==> src/rtl/helai_dvp_tx.sv <==
// ----------------------------------------------------------------------------
// helai_dvp_tx
// DVP (OV5640-style) transmitter. Pulls RGB565 pixels from a valid/ready
// stream and drives VSYNC / HREF / 8-bit DATA framing, high byte first.
// Frame layout in line periods: VSYNC, back porch, active lines, front porch.
// Frames repeat back to back while en is high.
//
// Ports
//   clk        in   pixel/byte clock (sink samples the bus on the rising edge)
//   rst        in   asynchronous reset, active-high; aborts any frame at once
//   en         in   level; frames are started while high
//   pix_valid  in   upstream pixel available
//   pix_data   in   RGB565 pixel {R[4:0],G[5:0],B[4:0]}
//   pix_ready  out  pixel consumed this cycle (combinational)
//   dvp_vsync  out  frame sync, active-high
//   dvp_href   out  line data valid, active-high
//   dvp_data   out  byte bus, 0 whenever dvp_href is low
//   frame_done out  1-cycle pulse after the last line of each frame
//   underflow  out  sticky: a pixel slot was reached with pix_valid low
// ----------------------------------------------------------------------------
module helai_dvp_tx #(
    parameter int IMAGE_WIDTH  = 1280,
    parameter int IMAGE_HEIGHT = 720,
    parameter int HBLANK_CYC   = 256,
    parameter int VSYNC_LINES  = 4,
    parameter int VBP_LINES    = 16,
    parameter int VFP_LINES    = 4
) (
    input  logic        clk,
    input  logic        rst,
    input  logic        en,
    input  logic        pix_valid,
    input  logic [15:0] pix_data,
    output logic        pix_ready,
    output logic        dvp_vsync,
    output logic        dvp_href,
    output logic [7:0]  dvp_data,
    output logic        frame_done,
    output logic        underflow
);

    localparam int LINE_BYTES = 2 * IMAGE_WIDTH;
    localparam int LP         = LINE_BYTES + HBLANK_CYC;
    localparam int HW         = $clog2(LP);
    localparam int MAX_A      = (VSYNC_LINES > VBP_LINES) ? VSYNC_LINES : VBP_LINES;
    localparam int MAX_B      = (IMAGE_HEIGHT > VFP_LINES) ? IMAGE_HEIGHT : VFP_LINES;
    localparam int MAX_LINES  = (MAX_A > MAX_B) ? MAX_A : MAX_B;
    localparam int VW         = (MAX_LINES > 1) ? $clog2(MAX_LINES) : 1;

    localparam logic [HW-1:0] H_LAST = HW'(LP - 1);
    localparam logic [HW-1:0] H_ACT  = HW'(LINE_BYTES);

    typedef enum logic [2:0] {
        S_IDLE,
        S_VSYNC,
        S_VBP,
        S_ACTIVE,
        S_VFP
    } state_t;

    state_t        state;
    state_t        state_nxt;
    logic [HW-1:0] hcnt;
    logic [VW-1:0] vcnt;
    logic [VW-1:0] last_line;
    logic          line_end;
    logic          phase_last;
    logic          in_line;

    logic          vsync_nxt;
    logic          href_nxt;
    logic [7:0]    data_nxt;
    logic          done_nxt;
    logic          underflow_nxt;
    logic [7:0]    lo_byte;
    logic [7:0]    lo_nxt;

    // Index of the final line of the current phase.
    always_comb begin
        last_line = '0;
        case (state)
            S_VSYNC:  last_line = VW'(VSYNC_LINES - 1);
            S_VBP:    last_line = VW'(VBP_LINES - 1);
            S_ACTIVE: last_line = VW'(IMAGE_HEIGHT - 1);
            S_VFP:    last_line = VW'(VFP_LINES - 1);
            default:  last_line = '0;
        endcase
    end

    assign line_end   = (state != S_IDLE) && (hcnt == H_LAST);
    assign phase_last = line_end && (vcnt == last_line);
    assign in_line    = (state == S_ACTIVE) && (hcnt < H_ACT);

    // ---------------- state register ----------------
    // NOTE: sequential state uses non-blocking assignments so every flop
    // samples the pre-edge values of the others, regardless of block order.
    always_ff @(posedge clk or posedge rst) begin
        if (rst) begin
            state <= S_IDLE;
        end else begin
            state <= state_nxt;
        end
    end

    // Line / phase counters; held at zero while idle so a frame starts clean.
    always_ff @(posedge clk or posedge rst) begin
        if (rst) begin
            hcnt <= '0;
            vcnt <= '0;
        end else if (state == S_IDLE) begin
            hcnt <= '0;
            vcnt <= '0;
        end else if (line_end) begin
            hcnt <= '0;
            vcnt <= phase_last ? '0 : vcnt + 1'b1;
        end else begin
            hcnt <= hcnt + 1'b1;
        end
    end

    // ---------------- next-state logic ----------------
    // NOTE: every combinational output gets a default first, so no path
    // leaves it unassigned and no latch is inferred.
    always_comb begin
        state_nxt = state;
        case (state)
            S_IDLE: begin
                if (en) state_nxt = S_VSYNC;
            end
            S_VSYNC: begin
                if (phase_last) state_nxt = (VBP_LINES > 0) ? S_VBP : S_ACTIVE;
            end
            S_VBP: begin
                if (phase_last) state_nxt = S_ACTIVE;
            end
            S_ACTIVE: begin
                if (phase_last) begin
                    if (VFP_LINES > 0) state_nxt = S_VFP;
                    else               state_nxt = en ? S_VSYNC : S_IDLE;
                end
            end
            S_VFP: begin
                if (phase_last) state_nxt = en ? S_VSYNC : S_IDLE;
            end
            default: state_nxt = S_IDLE;
        endcase
    end

    // ---------------- output logic ----------------
    // Bus values are computed here and registered below, so the bus lags the
    // counters by one cycle: a pixel taken at cycle t shows its high byte at
    // t+1 and its low byte at t+2.
    always_comb begin
        pix_ready     = in_line && !hcnt[0];
        vsync_nxt     = (state == S_VSYNC);
        href_nxt      = in_line;
        data_nxt      = 8'h00;
        lo_nxt        = lo_byte;
        underflow_nxt = underflow;
        done_nxt      = phase_last &&
                        ((state == S_VFP) || ((state == S_ACTIVE) && (VFP_LINES == 0)));
        if (pix_ready) begin
            // A missing pixel is sent as black; the line timing never stalls.
            data_nxt = pix_valid ? pix_data[15:8] : 8'h00;
            lo_nxt   = pix_valid ? pix_data[7:0]  : 8'h00;
            if (!pix_valid) underflow_nxt = 1'b1;
        end else if (in_line) begin
            data_nxt = lo_byte;
        end
    end

    // NOTE: the async reset clears every output flop, including the low-byte
    // holding register, so a reset mid-line leaves nothing half-sent.
    always_ff @(posedge clk or posedge rst) begin
        if (rst) begin
            dvp_vsync  <= 1'b0;
            dvp_href   <= 1'b0;
            dvp_data   <= 8'h00;
            frame_done <= 1'b0;
            underflow  <= 1'b0;
            lo_byte    <= 8'h00;
        end else begin
            dvp_vsync  <= vsync_nxt;
            dvp_href   <= href_nxt;
            dvp_data   <= data_nxt;
            frame_done <= done_nxt;
            underflow  <= underflow_nxt;
            lo_byte    <= lo_nxt;
        end
    end

endmodule

==> config.mk <==
export PLATFORM = sky130hd
export DESIGN_NAME = helai_dvp_tx
export DESIGN_NICKNAME = d
export VERILOG_FILES = /design/src/rtl/helai_dvp_tx.sv
export SDC_FILE = /design/constraint.sdc
export NUM_CORES = 1
export LEC_CHECK = 0
export ABC_AREA = 1
export CAP_MARGIN = 10
export CORE_MARGIN = 10
export CORE_UTILIZATION = 53
export CTS_CLUSTER_DIAMETER = 40
export DETAILED_ROUTE_END_ITERATION = 10
export PLACE_DENSITY = 0.82
export SYNTH_ARGS = -nofsm -noshare
export SYNTH_HDL_FRONTEND = slang
export SYNTH_SLANG_ARGS = --single-unit
==> constraint.sdc <==
create_clock -name clk -period 2.1 [get_ports clk]
set_input_delay 0.63 -clock clk [delete_from_list [all_inputs] [get_ports clk]]
set_output_delay 0.63 -clock clk [all_outputs]
set_load 0.1 [all_outputs]
; ---- Word level (Yosys, flattened, before mapping)
; Index checks and enable logic that the tools add are counted.
[op_classes]
n_bitwise = 1
add_sub_neg = 2
reduce_logical = 12
n_eq_ne = 11
magnitude_cmp = 1
n_mux = 17
[op_table]
columns = cell, count
row1 = $mux W8, 4
row2 = $mux W10, 3
row3 = $pmux W10 S3, 1
row4 = $mux W12, 2
row5 = $mux W3, 5
row6 = $pmux W3 S5, 1
row7 = $add A12 B1 Y12 const B, 1
row8 = $eq A12 B12 Y1 const B, 1
row9 = $lt A12 B12 Y1 const B, 1
row10 = $add A10 B1 Y10 const B, 1
row11 = $eq A10 B10 Y1, 1
row12 = $ne A2 B2 Y1 const B, 5
row13 = $eq A3 B2 Y1 const B, 2
row14 = $logic_and A1 B1 Y1, 5
row15 = $reduce_and A5 Y1, 1
row16 = $eq A3 B1 Y1 const B, 1
row17 = $eq A3 B3 Y1 const B, 1
row18 = $logic_not A3 Y1, 1
row19 = $reduce_bool A3 Y1, 1
row20 = $reduce_and A2 Y1, 1
row21 = $reduce_bool A2 Y1, 1
row22 = $reduce_or A2 Y1, 1
row23 = $logic_not A1 Y1, 1
row24 = $mux W1, 1
row25 = $not A1 Y1, 1
[totals]
word_cells = 53
reg_bits = 45
output_inout_bits = 13

; ---- Longest topological paths before layout
[logic_depth]
ltp_word = 8
mapped_depth = 11

; ---- Least setup slack after synthesis
; No wires, ideal clock.
[synth_path]
path_kind = flip-flop to output port
startpoint = reg state[1]
endpoint = out pix_ready
required_ps = 1470
path_stages_with_launch = 6
path_slack_ps = 272
arrival_time_ps = 1198
path_cell_list = dfrtp_1 -> nand2_2 -> nor2_2 -> nand2_2 -> nor2_4 -> buf_6
[synth_via]
elab_chain_cells = 3
[synth_lines]
columns = item, line_no
row1 = "start, declared", 61  ; state_t state;
row2 = "start signal, assigned", 101  ; state <= state_nxt;
row3 = $eq A3 B2 Y1, 92  ; assign in_line = (state == S_ACTIVE) && (hcnt < H_ACT);
row4 = $logic_and A1 B1 Y1, 92
row5 = $logic_and A1 B1 Y1, 154  ; pix_ready = in_line && !hcnt[0];
row6 = "end, declared", 34  ; output logic pix_ready,
; Every way passes these cells.

; ---- Worst setup path after layout
; Ends and elaborated chain as after synthesis.

==> flow_metrics.tcl <==
set metrics [dict create \
    worst_path_dominant_cell_family "simple AND/OR/NAND/NOR gates" \
    tritoncts "built" \
    syn2layout_area_growth_pct 28.89 \
    post_synth_most_frequent_cells "dfrtp_1 (45), nand2_1 (38), inv_1 (33), nand3_1 (32), nor2_1 (22)" \
    clock_path_buffers 2 \
    synth_cells 245 \
    yosys_register_bits 45 \
    postSynthNetCount 267 \
    design.portCount 33 \
    drt_drc_violations_left 0 \
    routed_wl_mm 4.381 \
    status "complete, no violations" \
    placement_rows 23 \
    pwr-share-seq 0.362 \
    postPlaceCellArea_um2 2686 \
    clock-sinks 45 \
    finClkSkew_ns 0.005202 \
    detail_route.first_pass.iterations 4 \
    crit_path_start "state[1]" \
    yosysMostFrequentCell "dfrtp_1" \
    worst_hold_path_type "reg -> reg" \
    worst_ep_required_time_ns 1.47 \
    num_antenna_cells 0 \
    slew_at_the_pin_closest_to_its_max_slew_limit_ns 0.4046 \
    netlist_area_um2 2157 \
    dominantRegCellSynth "dfrtp_1" \
    average_footprint_of_a_synthesized_cell_um2 8.804 \
    timing_max_transition_violations_final 0 \
    power.internal_mw 1.852 \
    power-per-cell-area_nw_per_um2 1194 \
    routed_via_density 5.210 \
    number_of_synthesized_flops_with_an_enable_pin 0 \
    clkSlewWorstSetupHoldPaths_ns 0.07 \
    grt_pass1_vias 1661 \
    swShare 0.4422 \
    p_leak_nw 1.237 \
    worstHoldStart "lo_byte[7]" \
    numPortBuffers 32 \
    synth_area_leaders "dfrtp_1 (52%), nand3_1 (7.4%), nand2_1 (6.6%)" \
    critical_path_class "reg -> out" \
    stdcell_area_um2 2780 \
    ctsRootBufferMaster "clkbuf_8" \
    timing.critical_path.arrival_ns 1.39 \
    floorplan.die_area_um2 7022 \
    final_cell_count_no_fill 334 \
    synth_area_leader_cell "dfrtp_1" \
    reg2reg_from "hcnt[0]" \
    maximum_frequency_from_static_timing_analysis_ghz 0.4951 \
    place.detailed.instances 327 \
    gp_congestion 0.9068 \
    comb_power_share 0.483 \
    floorplan.die.height_um 83.80 \
    netlist.area_leader.share 0.5220 \
    clkPwrFrac 0.155 \
    layout_worst_path_cycle_share 0.9618 \
    core_area_um2 3971 \
    cell_chain_of_the_critical_path "nand2_2 -> nor2_4 -> nand2_2 -> nor2_4 -> buf_12" \
    latest_clock_arrival_within_the_worst_skew_pair_ns 0.29 \
    rsz_0062_raised_after_global_routing "no" \
    routed_wire_length_per_instance_um 13.12 \
    worst_slew_margin_rel 0.7282 \
    worst_setup_path_end_kind "output port" \
    ys_types 26 \
    synthArstFlopShare 1.000 \
    global_route_wire_length_before_repair_mm 7.962 \
    htree_num_levels 2 \
    min_period_ns 2.020 \
    synth_warnings 0 \
    vdd_drop_max_v 0.0005346 \
    global_route.usage.total 0.1333 \
    critPathLaunchType "flip-flop" \
    synth_sequential_area_ratio 0.5220 \
    nNetsFinal 306 \
    dp_hpwl_mm 3.294 \
    crit_path_max_incr_delay_ns 0.43 \
    number_of_antenna_violations_at_the_first_check_in_global_routing 0 \
    timing.setup.tns_ns 0 \
    cts_inserted_buffers 5 \
    starting_density_of_the_core 0.5432 \
    cp_max_fo 7 \
    dr.first_iter.drc_count 131 \
    ant_nets 0 \
    largest_net_degree_at_the_start_of_global_routing 46 \
    timing.final.setup_violations 0 \
    timing.critical_path.slowest_stage_cell "dfrtp_2" \
    globalRoute.totalOverflow 0 \
    max_cap_violations 0 \
    p_switching_mw 1.468 \
    layout-drive-gt1-share 0.1303 \
    crit_path_buf_inv_count 1 \
    num_vias 1740 \
    final_hold_violation_count 0 \
    die_width_um 83.80 \
]
==> stage by stage <==
step | hold WS, ns | power [mW] | utilization | setup WS [ns]
finish | 0.4758 | 3.321 | 0.7001 | 0.08017
global route | 0.5234 | 3.518 | 0.7001 | 0.02185
CTS | 0.4799 | 3.341 | 0.6997 | 0.04974
detailed placement | 0.4615 | 2.812 | 0.6764 | 0.2963
global placement | 0.4536 | 2.796 | 0.6764 | 0.3123
floorplan | 0.4386 | 2.275 | - | 0.2719
==> cell usage in the layout, fill, tap and decap left out, types with 11 or more instances in the layout <==
master / n
xor2_1: 11
nor2_1: 22
dfrtp_1: 43
nand2_1: 38
clkdlybuf4s50_1: 19
nand3_1: 32
inv_1: 32
buf_12: 14
o21ai_0: 17
==> kinds of logic (layout without fill, tap and decap cells) <==
kind of cell / after synthesis / after routing / synth area share
compound gates: 38 / 38 / 0.1032
xor+xnor: 13 / 13 / 0.05278
fa+ha+maj: 2 / 2 / 0.01160
buf+inv: 38 / 77 / 0.07309
flops: 45 / 45 / 0.5220
simple gates: 109 / 109 / 0.2372
==> flip-flops by register name, indices dropped and copies added, names as in the netlist <==
| register | count |
|---|---|
| frame_done | 1 |
| state | 3 |
| dvp_href | 1 |
| hcnt | 12 |
| dvp_data | 8 |
| lo_byte | 8 |
| dvp_vsync | 1 |
| underflow | 1 |
| vcnt | 10 |
==> cell type report <==
class | instances | area, µm²
fillers | 296 | 1191
flip-flops and latches | 45 | 1129
multi-input cells | 162 | 878.3
repair buffers | 37 | 500.5
inverters | 33 | 123.9
clock buffers | 7 | 86.33
well taps | 50 | 62.56
==> what timing repair did <==
action / 4_1_cts / 5_1_grt
hold buffers: 0 / 0
buffers inserted: 0 / 0
endpoints found under the setup margin: 1 / 1
gates resized for setup: 2 / 1
==> worst paths after layout <==
| check | end | slack, ns | cells past startpoint |
|---|---|---|---|
| min in group asynchronous | state[2] | 0.66 | 3 |
| max in group asynchronous | state[0] | 1.21 | 3 |
| max reg2reg | vcnt[4] | 0.34 | 9 |
| min reg2reg | lo_byte[7] | 0.48 | 2 |
| max | pix_ready | 0.08 | 5 |
| min | lo_byte[7] | 0.48 | 2 |
==> power by group through the flow <==
stage	Clock [mW]	Combinational [mW]	Sequential (mW)
after floorplan	0	0.706	1.57
after global placement	0	1.59	1.21
after detailed placement	0	1.60	1.21
after CTS	0.531	1.61	1.20
after global routing	0.574	1.72	1.23
final	0.514	1.61	1.20
==> layer usage <==
| metal | up-vias | GRT usage | part of all wire |
|---|---|---|---|
| li1 | 879 | - | - |
| met1 | 805 | 0.1773 | 0.48 |
| met2 | 51 | 0.2042 | 0.45 |
| met3 | 5 | 0.03613 | 0.056 |
| met4 | 0 | 0.04110 | 0.015 |
| met5 | - | 0 | 0 |
==> tightest hold or removal path, stage by stage, from the launching register on <==
cell,delay [ns]
dfrtp_1,0.32
nand2_1,0.06
nand2_1,0.06
Note: power is estimated with default switching activity, not from simulation.
